==> src/rtl/arm_pipe_pkg.sv <==
// Shared encodings and helpers for the ARM pipeline hazard/forwarding logic.
package arm_pipe_pkg;

    // Operand source select driven into the EX-stage operand muxes.
    typedef enum logic [1:0] {
        FWD_REG = 2'b00,
        FWD_EX  = 2'b01,
        FWD_MEM = 2'b10,
        FWD_WB  = 2'b11
    } fwd_sel_e;

    // Pipeline sequencing states.
    typedef enum logic {
        RUN   = 1'b0,
        STALL = 1'b1
    } state_e;

    // R15 is the PC; its value comes from the PC path, never from a producer stage.
    localparam logic [3:0] REG_PC = 4'd15;

    // True when a consumer operand reads a register that a producer is writing.
    function automatic logic reg_match(input logic [3:0] src,
                                       input logic       used,
                                       input logic [3:0] rd,
                                       input logic       wr);
        return used && wr && (src == rd) && (src != REG_PC);
    endfunction

endpackage

==> src/rtl/fwd_select.sv <==
// Per-operand forwarding select: picks the youngest producer holding the operand.
module fwd_select
    import arm_pipe_pkg::*;
(
    input  logic [3:0] src,
    input  logic       used,
    input  logic [3:0] ex_rd,
    input  logic       ex_reg_write,
    input  logic       ex_load,
    input  logic [3:0] mem_rd,
    input  logic       mem_reg_write,
    input  logic [3:0] wb_rd,
    input  logic       wb_reg_write,
    output logic [1:0] sel
);

    // Youngest producer wins; a load in EX has no data yet, so it cannot forward.
    always_comb begin
        // NOTE: default assignment first so every path drives sel and no latch is inferred.
        sel = FWD_REG;
        if (reg_match(src, used, ex_rd, ex_reg_write && !ex_load))
            sel = FWD_EX;
        else if (reg_match(src, used, mem_rd, mem_reg_write))
            sel = FWD_MEM;
        else if (reg_match(src, used, wb_rd, wb_reg_write))
            sel = FWD_WB;
    end

endmodule

==> src/rtl/pipeline_hazard_ctrl.sv <==
// Load-use stall, branch flush and operand forwarding control for the 5-stage ARM pipeline.
module pipeline_hazard_ctrl
    import arm_pipe_pkg::*;
#(
    parameter int STALL_CYCLES = 1,
    parameter int CNT_W        = 16
) (
    input  logic             clk,
    input  logic             reset,
    input  logic [3:0]       id_rn,
    input  logic             id_rn_used,
    input  logic [3:0]       id_rm,
    input  logic             id_rm_used,
    input  logic             id_branch,
    input  logic [3:0]       ex_rd,
    input  logic             ex_reg_write,
    input  logic             ex_load,
    input  logic [3:0]       mem_rd,
    input  logic             mem_reg_write,
    input  logic [3:0]       wb_rd,
    input  logic             wb_reg_write,
    output logic             pc_enable,
    output logic             if_id_enable,
    output logic             if_id_flush,
    output logic             cu_mux_nop,
    output logic [1:0]       fwd_a,
    output logic [1:0]       fwd_b,
    output logic [CNT_W-1:0] stall_count,
    output logic [CNT_W-1:0] flush_count
);

    localparam int                REM_W    = $clog2(STALL_CYCLES + 1);
    localparam logic [REM_W-1:0]  REM_LOAD = REM_W'(STALL_CYCLES - 1);
    localparam logic [REM_W-1:0]  REM_ONE  = REM_W'(1);

    state_e           state;
    logic [REM_W-1:0] rem;
    logic             hz;
    logic             stall_now;
    logic             flush_now;
    logic [1:0]       fwd_a_raw;
    logic [1:0]       fwd_b_raw;

    // Load-use hazard: the ID instruction reads the register a load in EX is still fetching.
    always_comb begin
        hz = reg_match(id_rn, id_rn_used, ex_rd, ex_load && ex_reg_write)
          || reg_match(id_rm, id_rm_used, ex_rd, ex_load && ex_reg_write);
    end

    // Stall beats branch; in STALL the ID inputs are not examined at all, so a branch
    // that depends on the load is only acted on once it leaves the stall.
    always_comb begin
        stall_now = (state == STALL) || hz;
        flush_now = (state == RUN) && !hz && id_branch;
    end

    // Outputs are decoded combinationally so a hazard is held off in the cycle it appears;
    // reset overrides them so nothing advances while the pipeline is being cleared.
    always_comb begin
        pc_enable    = !reset && !stall_now;
        if_id_enable = !reset && !stall_now;
        cu_mux_nop   = reset || stall_now;
        if_id_flush  = !reset && flush_now;
        fwd_a        = reset ? FWD_REG : fwd_a_raw;
        fwd_b        = reset ? FWD_REG : fwd_b_raw;
    end

    fwd_select u_fwd_a (
        .src           (id_rn),
        .used          (id_rn_used),
        .ex_rd         (ex_rd),
        .ex_reg_write  (ex_reg_write),
        .ex_load       (ex_load),
        .mem_rd        (mem_rd),
        .mem_reg_write (mem_reg_write),
        .wb_rd         (wb_rd),
        .wb_reg_write  (wb_reg_write),
        .sel           (fwd_a_raw)
    );

    fwd_select u_fwd_b (
        .src           (id_rm),
        .used          (id_rm_used),
        .ex_rd         (ex_rd),
        .ex_reg_write  (ex_reg_write),
        .ex_load       (ex_load),
        .mem_rd        (mem_rd),
        .mem_reg_write (mem_reg_write),
        .wb_rd         (wb_rd),
        .wb_reg_write  (wb_reg_write),
        .sel           (fwd_b_raw)
    );

    // Sequencer: the first bubble is taken in RUN, the remaining STALL_CYCLES-1 in STALL.
    always_ff @(posedge clk or posedge reset) begin
        // NOTE: sequential state uses non-blocking assignments so every register samples pre-edge values.
        if (reset) begin
            state <= RUN;
            rem   <= '0;
        end else begin
            case (state)
                RUN: begin
                    if (hz && (STALL_CYCLES > 1)) begin
                        state <= STALL;
                        rem   <= REM_LOAD;
                    end
                end
                STALL: begin
                    rem <= rem - REM_ONE;
                    if (rem == REM_ONE)
                        state <= RUN;
                end
                default: state <= RUN;
            endcase
        end
    end

    // Saturating performance counters: one count per bubble cycle and per flush cycle.
    always_ff @(posedge clk or posedge reset) begin
        if (reset) begin
            stall_count <= '0;
            flush_count <= '0;
        end else begin
            if (stall_now && !(&stall_count))
                stall_count <= stall_count + CNT_W'(1);
            if (flush_now && !(&flush_count))
                flush_count <= flush_count + CNT_W'(1);
        end
    end

endmodule
==> config.mk <==
export PLATFORM = sky130hd
export DESIGN_NAME = pipeline_hazard_ctrl
export DESIGN_NICKNAME = d
export VERILOG_FILES = /design/src/rtl/arm_pipe_pkg.sv /design/src/rtl/fwd_select.sv /design/src/rtl/pipeline_hazard_ctrl.sv
export SDC_FILE = /design/constraint.sdc
export NUM_CORES = 1
export LEC_CHECK = 0
export ABC_AREA = 1
export CAP_MARGIN = 20
export CELL_PAD_IN_SITES_DETAIL_PLACEMENT = 1
export CELL_PAD_IN_SITES_GLOBAL_PLACEMENT = 2
export CORE_MARGIN = 1
export CORE_UTILIZATION = 24
export CTS_BUF_LIST = sky130_fd_sc_hd__clkbuf_8
export CTS_CLUSTER_DIAMETER = 100
export CTS_CLUSTER_SIZE = 28
export DETAILED_ROUTE_END_ITERATION = 10
export PLACE_DENSITY_LB_ADDON = 0.1
export SYNTH_ARGS = -nofsm -noshare
export SYNTH_HDL_FRONTEND = slang
export SYNTH_SLANG_ARGS = --single-unit
export TNS_END_PERCENT = 50
==> constraint.sdc <==
create_clock -name clk -period 1.73 [get_ports clk]
set_clock_uncertainty 0.15 [all_clocks]
set_input_delay 0.173 -clock clk [delete_from_list [all_inputs] [get_ports clk]]
set_output_delay 0.173 -clock clk [all_outputs]
set_load 0.01 [all_outputs]
Word-level counts from Yosys, hierarchy flattened
Cells that the tools add are included.
{"block": "word_totals", "regBits": 34, "inputBits": 29, "output_inout_bits": 40, "wordCells": 69}
{"block": "classes", "addsub": 3, "eq_ne": 8, "muxes": 10, "n_bitwise": 1, "n_reduce_logical": 43}
{"operator": "$add 16x1->16 const B", "count": 2}
{"operator": "$logic_and 1x1->1", "count": 32}
{"operator": "$reduce_and 16->1", "count": 2}
{"operator": "$eq 4x4->1", "count": 6}
{"operator": "$mux 2", "count": 8}
{"operator": "$ne 4x4->1 const B", "count": 2}
{"operator": "$logic_not 1->1", "count": 6}
{"operator": "$logic_or 1x1->1", "count": 3}
{"operator": "$mux 1", "count": 2}
{"operator": "$not 1->1", "count": 1}
{"operator": "$sub 1x1->1 const B", "count": 1}

Depth between registers and ports, before layout
{"block": "depth", "depth_word": 9, "mapped_depth": 12}

By module
From an unflattened synthesis, not the netlist that was laid out.
{"block": "hier_totals", "hier_cells": 479, "hier_area_um2": 2950.3}
{"module": "pipeline_hazard_ctrl", "n_inst": 1, "cells_per_inst": 335, "area_each_um2": 2337.2}
{"module": "fwd_select", "n_inst": 2, "cells_per_inst": 72, "area_each_um2": 306.5}

Least setup slack after synthesis
OpenSTA, ideal clock, no wires.
{"block": "synth_path", "path_type": "register to register", "startpoint": "register stall_count[0]", "endpoint": "register stall_count[11]", "setup_time_ns": 0.117, "t_arrival_ns": 1.498, "slack_ns": -0.035, "path_stages_with_launch": 10, "path_buffers": 1, "period_less_slack_ns": 1.765, "path_cell_list": "dfrtp_1 -> ha_1 -> nand3_1 -> nor2_2 -> nand2_2 -> nor2_2 -> nand2_2 -> buf_2 -> nand3_1 -> nand2_1"}
{"block": "synth_via", "elab_chain_cells": 3, "elab_cells_between_ends": 4, "cone_classes": "1 x add/sub; 3 x reduce/logical"}
{"item": "from (decl)", "line_no": "pipeline_hazard_ctrl.sv:28", "text": "output logic [CNT_W-1:0] stall_count,"}
{"item": "from (signal assigned)", "line_no": "pipeline_hazard_ctrl.sv:125", "text": "stall_count <= stall_count + CNT_W'(1);"}
{"item": "parallel branches: the longest is 3 deep, another holds $add 16x1->16"}
Parallel ways; which one is timed is not known.
A chain may end at the register's enable or synchronous reset.

Final worst setup path
{"block": "layout_path", "startpoint": "register flush_count[1]", "endpoint": "register flush_count[6]"}
{"block": "layout_via", "elab_chain_cells": 3, "elab_cells_between_ends": 4, "cone_classes": "1 x add/sub; 3 x reduce/logical"}
{"item": "from (decl)", "line_no": "pipeline_hazard_ctrl.sv:29", "text": "output logic [CNT_W-1:0] flush_count"}
{"item": "from (signal assigned)", "line_no": "pipeline_hazard_ctrl.sv:127", "text": "flush_count <= flush_count + CNT_W'(1);"}
{"item": "parallel branches: the longest is 3 deep, another holds $add 16x1->16"}
Parallel ways; which one is timed is not known.

==> impl_metrics.ini <==
[grt]
grt_pass1_vias = 3235
grt_max_degree = 35
grt_first_pass_wirelength_mm = 16.18
antenna_found_initial = 0
grt.overflow.total = 0
met1_usage = 0.2380
use_met2 = 0.3004
busiest_layer = met2
track_usage = 0.1795
gr-usage-met3 = 0.03269

[worst_setup_path]
crit_end = flush_count[6]
crit_path_max_fanout = 4
path_delay_family = simple AND/OR/NAND/NOR gates
crit_chain = ha_4 > nand2_2 > inv_2 > nand3_4 > nor2_4 > nand4_4 > nand4_4 > buf_4 > nand2_1 > nand2_1
cp.required_ns = 1.83
path_depth = 10
cp-startpoint = flush_count[1]
worstSetupPathType = flop to flop
worstSetupStartpointType = flop
reg2reg_setup_slack_ns = 0.03
timing.rr.end = flush_count[6]
slowest_stage = dfrtp_1
worstPathArrival_ns = 1.79
end_kind = flop
path_buf_inv = 2
r2r_cells = 10
timing.rr.start = flush_count[1]
critPathMaxStageDelay_ns = 0.40

[cts]
cts_tree = yes
cts_sinks = 34
clk_pin_slew_ns = 0.08
cts_buffers = 5
insertion_delay_ns = 0.30
htreeDepth = 2
max-clock-path-buffers = 2
cts_root_buf = clkbuf_8

[route]
dr.pass1.iters = 4
avgViaCountPerCell = 4.528
num_vias = 3079
drcViolationCount = 0
wirelength_mm = 9.704
ant_nets = 0
drt_iter0_markers = 91
wire_per_inst_um = 14.27

[pwr]
leakage_uw = 0.002250
power_density_nw_per_um2 = 646.1
peakVddDrop_uv = 358.9

[timing]
tightest_slew_ns = 0.4756
min_period_ns = 1.697
slew-limit-headroom = 0.6829
layout_setup_ws_ns = 0.03303
tns_ns = 0
fin_crit_sh = 0.9809
slew_viol_final = 0
final-setup-viol-count = 0
rsz0062_at_grt = true
hold_viol_final = 0
hold_slack_ns = 0.2673
max_freq_mhz = 589.3

[placed_design]
dp.cells = 662
dp_worst_setup_slack_ns = -0.7547
portBuffers = 68
dpl-instance-area_um2 = 4004
routabilityCongestion = 0.7744
dp.final_hpwl_mm = 7.232

[synthesis]
ys_ff_latch = 34
ys_seq_area_frac = 0.3172
synth_top_area_frac = 0.3172
ys_types = 29
ys_async_sr_fraction = 1.000
synthCells = 396
synth_area_um2 = 2683
yosys_warnings = 0
synth-edff-count = 0
avgSynthCellArea_um2 = 6.774
yosys.area.top_type = dfrtp_1
ys_top_cells_by_area = dfrtp_1 32%, nand2_1 19%, nor2_1 5.7%
syn_nets = 427
synth_ff_type = dfrtp_1

[die]
die_y_um = 107.7
rows = 38
chipWidth_um = 107.7
io_pins = 69
initial_core_util = 0.2464
die_area_um2 = 11600
core_area_um2 = 10890

[cells_and_area]
drive_gt1_frac = 0.3259
finish.instance_area_um2 = 4389
area_delta_synth_final_pct = 63.62
final_cells = 680
antenna_cells = 0
nets = 570

[hold_path]
worst_hold_path_type = input port to async pin

[flow_run]
cap_violations = 0

[status]
status = finished clean
[final cells by class]
class	instances	area, µm²
Fill cell	1368	6499
Multi-Input combinational cell	308	1807
Timing Repair Buffer	145	1241
Sequential cell	34	854.6
Tap cell	140	175.2
Inverter	45	168.9
Clock buffer	6	82.58
Clock inverter	2	60.06
[cells in the mapped netlist (6+ instances only)]
master and count:
nand3_1 25, nor2_2 6, nor3_1 11, nor2_1 41, xor2_1 16, nand2_1 135, nand4_1 23, inv_1 36
xnor2_1 13, a21oi_1 6, inv_2 9, dfrtp_1 34
[sequential cells by signal, summed over array words and instances (netlist names)]
signal and flops:
flush_count 16, stall_count 16, rem 1, state 1
[cell usage in the layout (no fill, tap or decap), types with 11 or more instances in the layout]
cell type / n
nand2_1: 130
buf_4: 72
inv_1: 31
dfrtp_1: 31
nor2_1: 30
nand3_1: 23
nand4_1: 23
clkdlybuf4s50_1: 23
xor2_1: 16
inv_2: 14
dlygate4sd2_1: 13
dlymetal6s2s_1: 12
nor2_2: 11
xnor2_1: 11
buf_2: 11
[worst register-to-register path, cell delays in order, from the launching register on]
cell and delay [ns]:
dfrtp_1 0.40, ha_4 0.16, nand2_2 0.07, inv_2 0.08
nand3_4 0.08, nor2_4 0.16, nand4_4 0.14, nand4_4 0.13
buf_4 0.17, nand2_1 0.06, nand2_1 0.06
[where the power goes]
group	internal (µW)	total [µW]	switching (µW)
registers	868	939	70.2
clock network	615	953	338
logic	484	944	460
total	1970	2840	868
[logic make-up after synthesis]
group                      count (synthesis)  share of synthesized area
adders and majority gates                  2                   0.009327
DFF                                       34                     0.3172
xor gates and xnor gates                  29                    0.09468
AOI/OAI and AO/OA                         19                    0.04011
buffers and inverters                     54                    0.08628
and+or+nand+nor                          258                     0.4524
[layer usage]
metal | share of wire | vias to the layer above
met5 | 0 | -
met4 | 0.0095 | 0
met3 | 0.037 | 8
met2 | 0.46 | 48
met1 | 0.49 | 1467
li1 | - | 1556
[worst min path at each step]
| stage | start | endpoint | slack [ns] | cells past startpoint |
|---|---|---|---|---|
| global route | rem | state | 0.33 | 1 |
| finish | reset | state | 0.27 | 3 |
| CTS | rem | state | 0.31 | 1 |
| detailed placement | rem | state | 0.30 | 1 |
| floorplan | reset | flush_count[10] | 0.18 | 1 |
| global placement | rem | state | 0.28 | 1 |
[per-stage QoR]
step	utilization	total power [µW]
floorplan	-	1309
global route	0.4031	3013
finish	0.4031	2836
detailed placement	0.3677	1860
global placement	0.3677	1846
CTS	0.3928	2870
[timing repair]
item	in CTS	in global routing
setup buffers	7	2
endpoints found under the setup margin	42	47
hold buffers	0	0
cloned	1	0
hold endpoints to repair	0	0
gates resized for setup	107	43
pin swaps	27	26
Power figures use the tool's default switching activity.
